File: src/rtl/cpu_pkg.sv
// Shared definitions for the 8-bit execute stage: opcodes, ALU modes,
// controller states and instruction field positions.
package cpu_pkg;

  localparam int WIDTH = 8;

  localparam logic [3:0] OP_NOP = 4'd0;
  localparam logic [3:0] OP_ADD = 4'd1;
  localparam logic [3:0] OP_SUB = 4'd2;
  localparam logic [3:0] OP_CMP = 4'd3;
  localparam logic [3:0] OP_AND = 4'd4;
  localparam logic [3:0] OP_OR  = 4'd5;
  localparam logic [3:0] OP_XOR = 4'd6;
  localparam logic [3:0] OP_LDI = 4'd7;
  localparam logic [3:0] OP_MOV = 4'd8;
  localparam logic [3:0] OP_OUT = 4'd9;

  localparam logic [3:0] MODE_ADD = 4'd0;
  localparam logic [3:0] MODE_SUB = 4'd1;
  localparam logic [3:0] MODE_CMP = 4'd2;
  localparam logic [3:0] MODE_AND = 4'd3;
  localparam logic [3:0] MODE_OR  = 4'd4;
  localparam logic [3:0] MODE_XOR = 4'd5;

  localparam int OPC_MSB = 7;
  localparam int OPC_LSB = 4;
  localparam int RD_MSB  = 3;
  localparam int RD_LSB  = 2;
  localparam int RS_MSB  = 1;
  localparam int RS_LSB  = 0;

  typedef enum logic [2:0] {
    S_IDLE,
    S_DECODE,
    S_IMM,
    S_EXEC,
    S_WB
  } state_t;

  function automatic logic is_alu_op(input logic [3:0] opc);
    return (opc >= OP_ADD) && (opc <= OP_XOR);
  endfunction

  function automatic logic [3:0] alu_mode_of(input logic [3:0] opc);
    logic [3:0] mode;
    mode = MODE_ADD;
    case (opc)
      OP_SUB:  mode = MODE_SUB;
      OP_CMP:  mode = MODE_CMP;
      OP_AND:  mode = MODE_AND;
      OP_OR:   mode = MODE_OR;
      OP_XOR:  mode = MODE_XOR;
      default: mode = MODE_ADD;
    endcase
    return mode;
  endfunction

endpackage

File: src/rtl/alu_exec_ctrl_if.sv
// Fetch-to-execute instruction byte channel.
// Valid/ready: a byte transfers on a rising edge where instr_valid and
// instr_ready are both 1; instr_ready never depends on instr_valid.
interface alu_exec_ctrl_if;
  import cpu_pkg::*;

  logic             instr_valid;
  logic [WIDTH-1:0] instr_data;
  logic             instr_ready;

  modport master (output instr_valid, output instr_data, input instr_ready);
  modport slave  (input instr_valid, input instr_data, output instr_ready);
endinterface

File: src/rtl/regfile4x8.sv
// Architectural register file: two asynchronous read ports, one synchronous
// write port, cleared by the asynchronous reset.
module regfile4x8 #(
  parameter int NREGS = 4,
  parameter int WIDTH = 8
) (
  input  logic             clk,
  input  logic             rst,
  input  logic [1:0]       raddr_a,
  output logic [WIDTH-1:0] rdata_a,
  input  logic [1:0]       raddr_b,
  output logic [WIDTH-1:0] rdata_b,
  input  logic             we,
  input  logic [1:0]       waddr,
  input  logic [WIDTH-1:0] wdata
);

  logic [WIDTH-1:0] regs [NREGS];

  assign rdata_a = regs[raddr_a];
  assign rdata_b = regs[raddr_b];

  always_ff @(posedge clk or posedge rst) begin
    if (rst) begin
      for (int i = 0; i < NREGS; i++) regs[i] <= '0;
    end else if (we) begin
      regs[waddr] <= wdata;
    end
  end

endmodule

File: src/rtl/alu_exec_ctrl.sv
// Execute-stage controller: decodes instruction bytes, drives the ALU,
// and writes results and Z/C flags back to architectural state.
module alu_exec_ctrl
  import cpu_pkg::*;
#(
  parameter int NREGS = 4,
  parameter int WIDTH = 8
) (
  input  logic             clk,
  input  logic             rst,
  alu_exec_ctrl_if.slave   fetch,
  output logic [WIDTH-1:0] alu_in1,
  output logic [WIDTH-1:0] alu_in2,
  output logic [3:0]       alu_mode,
  input  logic [WIDTH-1:0] alu_out,
  input  logic             alu_zero,
  input  logic             alu_carry,
  output logic             flag_z,
  output logic             flag_c,
  output logic [WIDTH-1:0] out_data,
  output logic             out_valid,
  output logic             err,
  output state_t           dbg_state
);

  state_t           state, state_next;
  logic [7:0]       ir;
  logic [3:0]       opc;
  logic [1:0]       rd, rs;
  logic [WIDTH-1:0] rd_val, rs_val;
  logic             rf_we;
  logic [WIDTH-1:0] rf_wd;
  logic             ready;

  assign opc       = ir[OPC_MSB:OPC_LSB];
  assign rd        = ir[RD_MSB:RD_LSB];
  assign rs        = ir[RS_MSB:RS_LSB];
  assign dbg_state = state;
  assign fetch.instr_ready = ready;

  regfile4x8 #(.NREGS(NREGS), .WIDTH(WIDTH)) u_rf (
    .clk     (clk),
    .rst     (rst),
    .raddr_a (rd),
    .rdata_a (rd_val),
    .raddr_b (rs),
    .rdata_b (rs_val),
    .we      (rf_we),
    .waddr   (rd),
    .wdata   (rf_wd)
  );

  always_ff @(posedge clk or posedge rst) begin
    if (rst) state <= S_IDLE;
    else     state <= state_next;
  end

  always_comb begin
    state_next = state;
    ready      = 1'b0;
    rf_we      = 1'b0;
    rf_wd      = alu_out;
    case (state)
      S_IDLE: begin
        ready = 1'b1;
        if (fetch.instr_valid) state_next = S_DECODE;
      end
      S_DECODE: begin
        if (is_alu_op(opc)) begin
          state_next = S_EXEC;
        end else if (opc == OP_LDI) begin
          state_next = S_IMM;
        end else begin
          rf_we      = (opc == OP_MOV);
          rf_wd      = rs_val;
          state_next = S_IDLE;
        end
      end
      S_IMM: begin
        ready = 1'b1;
        rf_wd = fetch.instr_data;
        if (fetch.instr_valid) begin
          rf_we      = 1'b1;
          state_next = S_IDLE;
        end
      end
      S_EXEC: state_next = S_WB;
      S_WB: begin
        // CMP only updates flags; every other ALU op writes rd.
        rf_we      = (opc != OP_CMP);
        state_next = S_IDLE;
      end
      default: state_next = S_IDLE;
    endcase
  end

  always_ff @(posedge clk or posedge rst) begin
    if (rst) begin
      ir        <= '0;
      alu_in1   <= '0;
      alu_in2   <= '0;
      alu_mode  <= '0;
      flag_z    <= 1'b0;
      flag_c    <= 1'b0;
      out_data  <= '0;
      out_valid <= 1'b0;
      err       <= 1'b0;
    end else begin
      out_valid <= 1'b0;
      err       <= 1'b0;
      if (state == S_IDLE && fetch.instr_valid) ir <= fetch.instr_data;
      if (state == S_DECODE) begin
        if (is_alu_op(opc)) begin
          alu_in1  <= rd_val;
          alu_in2  <= rs_val;
          alu_mode <= alu_mode_of(opc);
        end
        if (opc == OP_OUT) begin
          out_data  <= rs_val;
          out_valid <= 1'b1;
        end
        if (opc > OP_OUT) err <= 1'b1;
      end
      if (state == S_WB) begin
        case (opc)
          OP_ADD, OP_SUB: begin
            flag_c <= alu_carry;
            flag_z <= (alu_out == '0);
          end
          OP_CMP: begin
            flag_c <= alu_carry;
            flag_z <= alu_zero;
          end
          default: begin
            flag_c <= 1'b0;
            flag_z <= (alu_out == '0);
          end
        endcase
      end
    end
  end

endmodule

File: src/flat_wrapper.sv
// flat-port wrapper written by rule: the top's interface ports become plain ports
module alu_exec_ctrl_flat import cpu_pkg::*;
#(
  parameter int NREGS = 4,
  parameter int WIDTH = 8
)
  (clk, rst, alu_in1, alu_in2, alu_mode, alu_out, alu_zero, alu_carry, flag_z, flag_c, out_data, out_valid, err, dbg_state, fetch_instr_valid, fetch_instr_data, fetch_instr_ready);
  alu_exec_ctrl_if fetch_i ();
  input  logic clk;
  input  logic rst;
  output logic [WIDTH-1:0] alu_in1;
  output logic [WIDTH-1:0] alu_in2;
  output logic [3:0] alu_mode;
  input  logic [WIDTH-1:0] alu_out;
  input  logic alu_zero;
  input  logic alu_carry;
  output logic flag_z;
  output logic flag_c;
  output logic [WIDTH-1:0] out_data;
  output logic out_valid;
  output logic err;
  output state_t dbg_state;
  input wire logic [$bits(fetch_i.instr_valid)-1:0] fetch_instr_valid;
  input wire logic [$bits(fetch_i.instr_data)-1:0] fetch_instr_data;
  output wire logic [$bits(fetch_i.instr_ready)-1:0] fetch_instr_ready;
  assign fetch_i.instr_valid = fetch_instr_valid;
  assign fetch_i.instr_data = fetch_instr_data;
  assign fetch_instr_ready = fetch_i.instr_ready;
  alu_exec_ctrl #(.NREGS(NREGS), .WIDTH(WIDTH)) u_core (.clk(clk), .rst(rst), .fetch(fetch_i), .alu_in1(alu_in1), .alu_in2(alu_in2), .alu_mode(alu_mode), .alu_out(alu_out), .alu_zero(alu_zero), .alu_carry(alu_carry), .flag_z(flag_z), .flag_c(flag_c), .out_data(out_data), .out_valid(out_valid), .err(err), .dbg_state(dbg_state));
endmodule
File: config.mk
export PLATFORM = sky130hd
export DESIGN_NAME = alu_exec_ctrl_flat
export DESIGN_NICKNAME = d
export VERILOG_FILES = /design/src/rtl/cpu_pkg.sv /design/src/rtl/alu_exec_ctrl_if.sv /design/src/rtl/regfile4x8.sv /design/src/rtl/alu_exec_ctrl.sv /design/src/flat_wrapper.sv
export SDC_FILE = /design/constraint.sdc
export NUM_CORES = 1
export LEC_CHECK = 0
export CAP_MARGIN = 20
export CORE_UTILIZATION = 50
export CTS_BUF_LIST = sky130_fd_sc_hd__clkbuf_4 sky130_fd_sc_hd__clkbuf_8
export CTS_CLUSTER_DIAMETER = 40
export DETAILED_ROUTE_END_ITERATION = 7
export PLACE_DENSITY = 0.75
export REMOVE_ABC_BUFFERS = 1
export SETUP_SLACK_MARGIN = 0.05
export SLEW_MARGIN = 25
export SYNTH_ARGS = -nofsm -noshare
export SYNTH_HDL_FRONTEND = slang
export SYNTH_SLANG_ARGS = --single-unit
File: constraint.sdc
create_clock -name clk -period 4.21 [get_ports clk]
set_input_delay 0.842 -clock clk [delete_from_list [all_inputs] [get_ports clk]]
set_output_delay 0.842 -clock clk [all_outputs]
set_load 0.02 [all_outputs]
==> impl_metrics.json <==
{
  "run_status": "completed",
  "layout_commonest_cell": "dfrtp_1",
  "place.detailed.hpwl_mm": 5.846,
  "finalNetCount": 358,
  "finalInstanceArea_um2": 4514,
  "port_buffers": 55,
  "antennaDiodeCount": 0,
  "detail_route.wl_per_cell_um": 18.71,
  "cp_data_required_time_ns": 3.37,
  "final_cells": 440,
  "placement.cell_area_um2": 4327,
  "post-synth-top-area-fraction_pct": 49.58,
  "grt_busiest_layer": "met2",
  "slew-limit-headroom_pct": 48.50,
  "postCtsSetupRepairBufs": 0,
  "worst-path-stages": 1,
  "setup-tns-final_ns": 0,
  "leakagePower_nw": 1.881,
  "tritoncts.num_buffers": 9,
  "synth_top_family_by_area": "multiplexers",
  "number_of_cells_traversed_by_the_worst_hold_path": 2,
  "num-fill-cells": 589,
  "vdd.ir_drop.worst_v": 0.0003167,
  "netlist_top_cells_area": "dfrtp_1, mux2_2, mux4_2, nand2_1, a32oi_1",
  "slew_viol_final": 0,
  "grt_start_max_net_pins": 34,
  "finalWeightedCongestion": 0.8223,
  "yosys.area_share.adder_pct": 0,
  "grt.overflow.total": 0,
  "drive_gt1_share_pct": 29.03,
  "place.detailed.instances": 425,
  "synthMuxAreaShare_pct": 26.23,
  "synth_cell_type_count": 46,
  "totalWireLength_mm": 8.233,
  "critical_path_class": "flip-flop to output port",
  "critical-path-slowest-cell": "clkdlybuf4s50_1",
  "cap_violations": 0,
  "critPathArrivalTime_ns": 1.68,
  "postSynth.asyncResetShare_pct": 100.0,
  "fp.dieH_um": 88.43,
  "global_route.usage.met1_pct": 31.32,
  "fin_crit_sh_pct": 59.85,
  "timing_hold_violations_final": 0,
  "ctsResizeCount": 0,
  "dominantRegCellSynth": "dfrtp_1",
  "wire_length_of_the_first_global_routing_pass_mm": 13.05,
  "worstPathMaxFanout": 12,
  "pin_count": 57,
  "ys.warnings.count": 0,
  "synth_simple_gate_area_share_pct": 9.715,
  "finalSetupViolations": 0,
  "count_of_antenna_violating_nets_left_after_detailed_routing": 0,
  "detail_route.drc_violations": 0,
  "synthToLayoutAreaGrowth_pct": 20.87,
  "postSynthRegisterBits": 74,
  "syn_area_um2": 3735,
  "tritoncts": "yes",
  "routed_via_density": 5.850,
  "drt-initial-drc-count": 182,
  "clk_path_buf_depth": 2,
  "grt_setup_unrepaired": "no",
  "post_synthesis_compound_gate_area_fraction_pct": 10.35,
  "clock-skew-final_ns": 0.01114,
  "clock_sinks": 74,
  "initial_antenna_violation_count": 0,
  "cts_h_tree_depth": 3,
  "worst_setup_hold_path_clk_slew_ns": 0.08,
  "rr_startpoint": "u_core.ir[5]",
  "timing.critical_path.from_type": "flip-flop",
  "post-layout-total-power_mw": 3.700,
  "seq_area_frac_synth_pct": 49.58,
  "critPathCaptureType": "output port",
  "min_from": "u_core.out_data[2]",
  "most_used_cells_in_the_layout_excluding_fill_and_tap_cells": "dfrtp_1, clkdlybuf4s50_1, mux2_2",
  "timing.critical_path.buf_inv": 1,
  "grt_use_total_pct": 23.08,
  "die_w_um": 88.43,
  "die_outline_area_um2": 7819,
  "clock.fmax_mhz": 396.9,
  "yosys.area_share.xor_xnor_pct": 0,
  "use_met3_pct": 3.545,
  "reg2reg_setup_slack_ns": 1.95,
  "r2r_cells": 4,
  "post_cts_hold_buffer_count": 0,
  "clock_latency_ns": 0.35,
  "placement_rows": 31,
  "synth-edff-count": 0,
  "met2_usage_pct": 35.87,
  "synthesis.instances": 285,
  "min-delay-path-class": "flip-flop to flip-flop",
  "destination_of_the_worst_hold_path": "u_core.out_data[2]",
  "crit-reg2reg-capture": "u_core.alu_in1[0]",
  "synth_top_area_cell": "dfrtp_1",
  "vias_in_the_first_global_route": 2527,
  "start_util_pct": 51.49,
  "first_pass_iters": 4,
  "post-route-min-period_ns": 2.520,
  "critical_path_cell_by_cell": "clkdlybuf4s50_1",
  "critical-path-top-delay-family": "buffers and inverters",
  "postSynthAreaPerCell_um2": 13.10,
  "power.density_cell_area_nw_per_um2": 819.7,
  "timing.critical_path.slowest_cell_delay_ns": 0.70,
  "count_of_vias_placed_by_the_detailed_router": 2574,
  "placeableCoreArea_um2": 7253,
  "clk_root_buffer_cell": "clkbuf_8",
  "tightest_slew_ns": 0.7726
}
logic make-up (layout without fill, tap and decap cells):
logic type,after synthesis,in the layout
flops,74,74
buf+inv,30,86
other cells,1,1
mux,70,70
compound gates,46,46
simple gates,64,64
worst max path at each step:
stage / from / to / slack, ns
2_1_floorplan: rst / u_core.alu_in1[0] / 1.49
3_3_place_gp: fetch_instr_valid / u_core.u_rf.regs[1] / 1.55
3_5_place_dp: fetch_instr_valid / u_core.u_rf.regs[2] / 1.52
4_1_cts: u_core.dbg_state[2] / dbg_state[2] / 1.66
5_1_grt: u_core.dbg_state[1] / dbg_state[1] / 1.62
6_report: u_core.dbg_state[2] / dbg_state[2] / 1.69
worst reg2reg max path, cell delays in order, from the launching register on:
cell	delay, ns
dfrtp_1	0.50
or3_1	0.58
nand2_1	0.19
a31o_2	0.47
mux2_2	0.41
stage by stage:
step	utilization [%]	setup WS, ns	hold slack [ns]
floorplan	-	1.486	0.4758
global placement	59.65	1.552	0.4620
detailed placement	59.65	1.520	0.4699
CTS	62.24	1.662	0.4860
global route	62.24	1.625	0.4986
finish	62.24	1.690	0.4807
final cells by class:
cell class	count	area, um2	area share [%]
Tap cell	99	123.9	2.744
Clock inverter	5	56.30	1.247
Clock buffer	10	131.4	2.910
Multi-Input combinational cell	181	1733	38.39
Sequential cell	74	1852	41.02
Inverter	14	52.55	1.164
Timing Repair Buffer	57	565.5	12.53
sequential cells by signal, indices dropped and copies added (netlist names):
| register | flops |
|---|---|
| u_core.alu_in1 | 8 |
| u_core.err | 1 |
| u_core.out_valid | 1 |
| u_core.out_data | 8 |
| u_core.flag_z | 1 |
| u_core.ir | 8 |
| u_core.alu_in2 | 8 |
| u_core.u_rf.regs | 32 |
| u_core.alu_mode | 3 |
| u_core.flag_c | 1 |
| u_core.dbg_state | 3 |
where the power goes:
part	switching, mW	total (mW)	internal [mW]	leakage (nW)
sequential	0.376	1.41	1.03	0.933
clock	0.262	0.538	0.276	0.0955
combinational	0.814	1.75	0.938	0.853
total	1.45	3.70	2.25	1.88
routing by layer:
layer  part of all wire [%]  vias to the layer above  wire length [um]
met5                      0                        -                 0
met4                    2.7                        0               223
met3                    5.7                       16               473
met2                     48                       96              3993
met1                     43                     1300              3542
li1                       -                     1162                 -
Yosys cell counts (all sizes together) (2+ instances only):
library cell / instances
a21oi: 4
a32oi: 8
buf: 14
clkbuf: 2
dfrtp: 74
inv: 14
mux2: 54
mux4: 16
nand2: 24
nand3: 7
nor2: 9
nor2b: 6
nor3: 3
nor4: 2
o2111ai: 7
o21ai: 17
or3: 3
or4: 2
No activity file was read; power rests on OpenSTA's default activity.
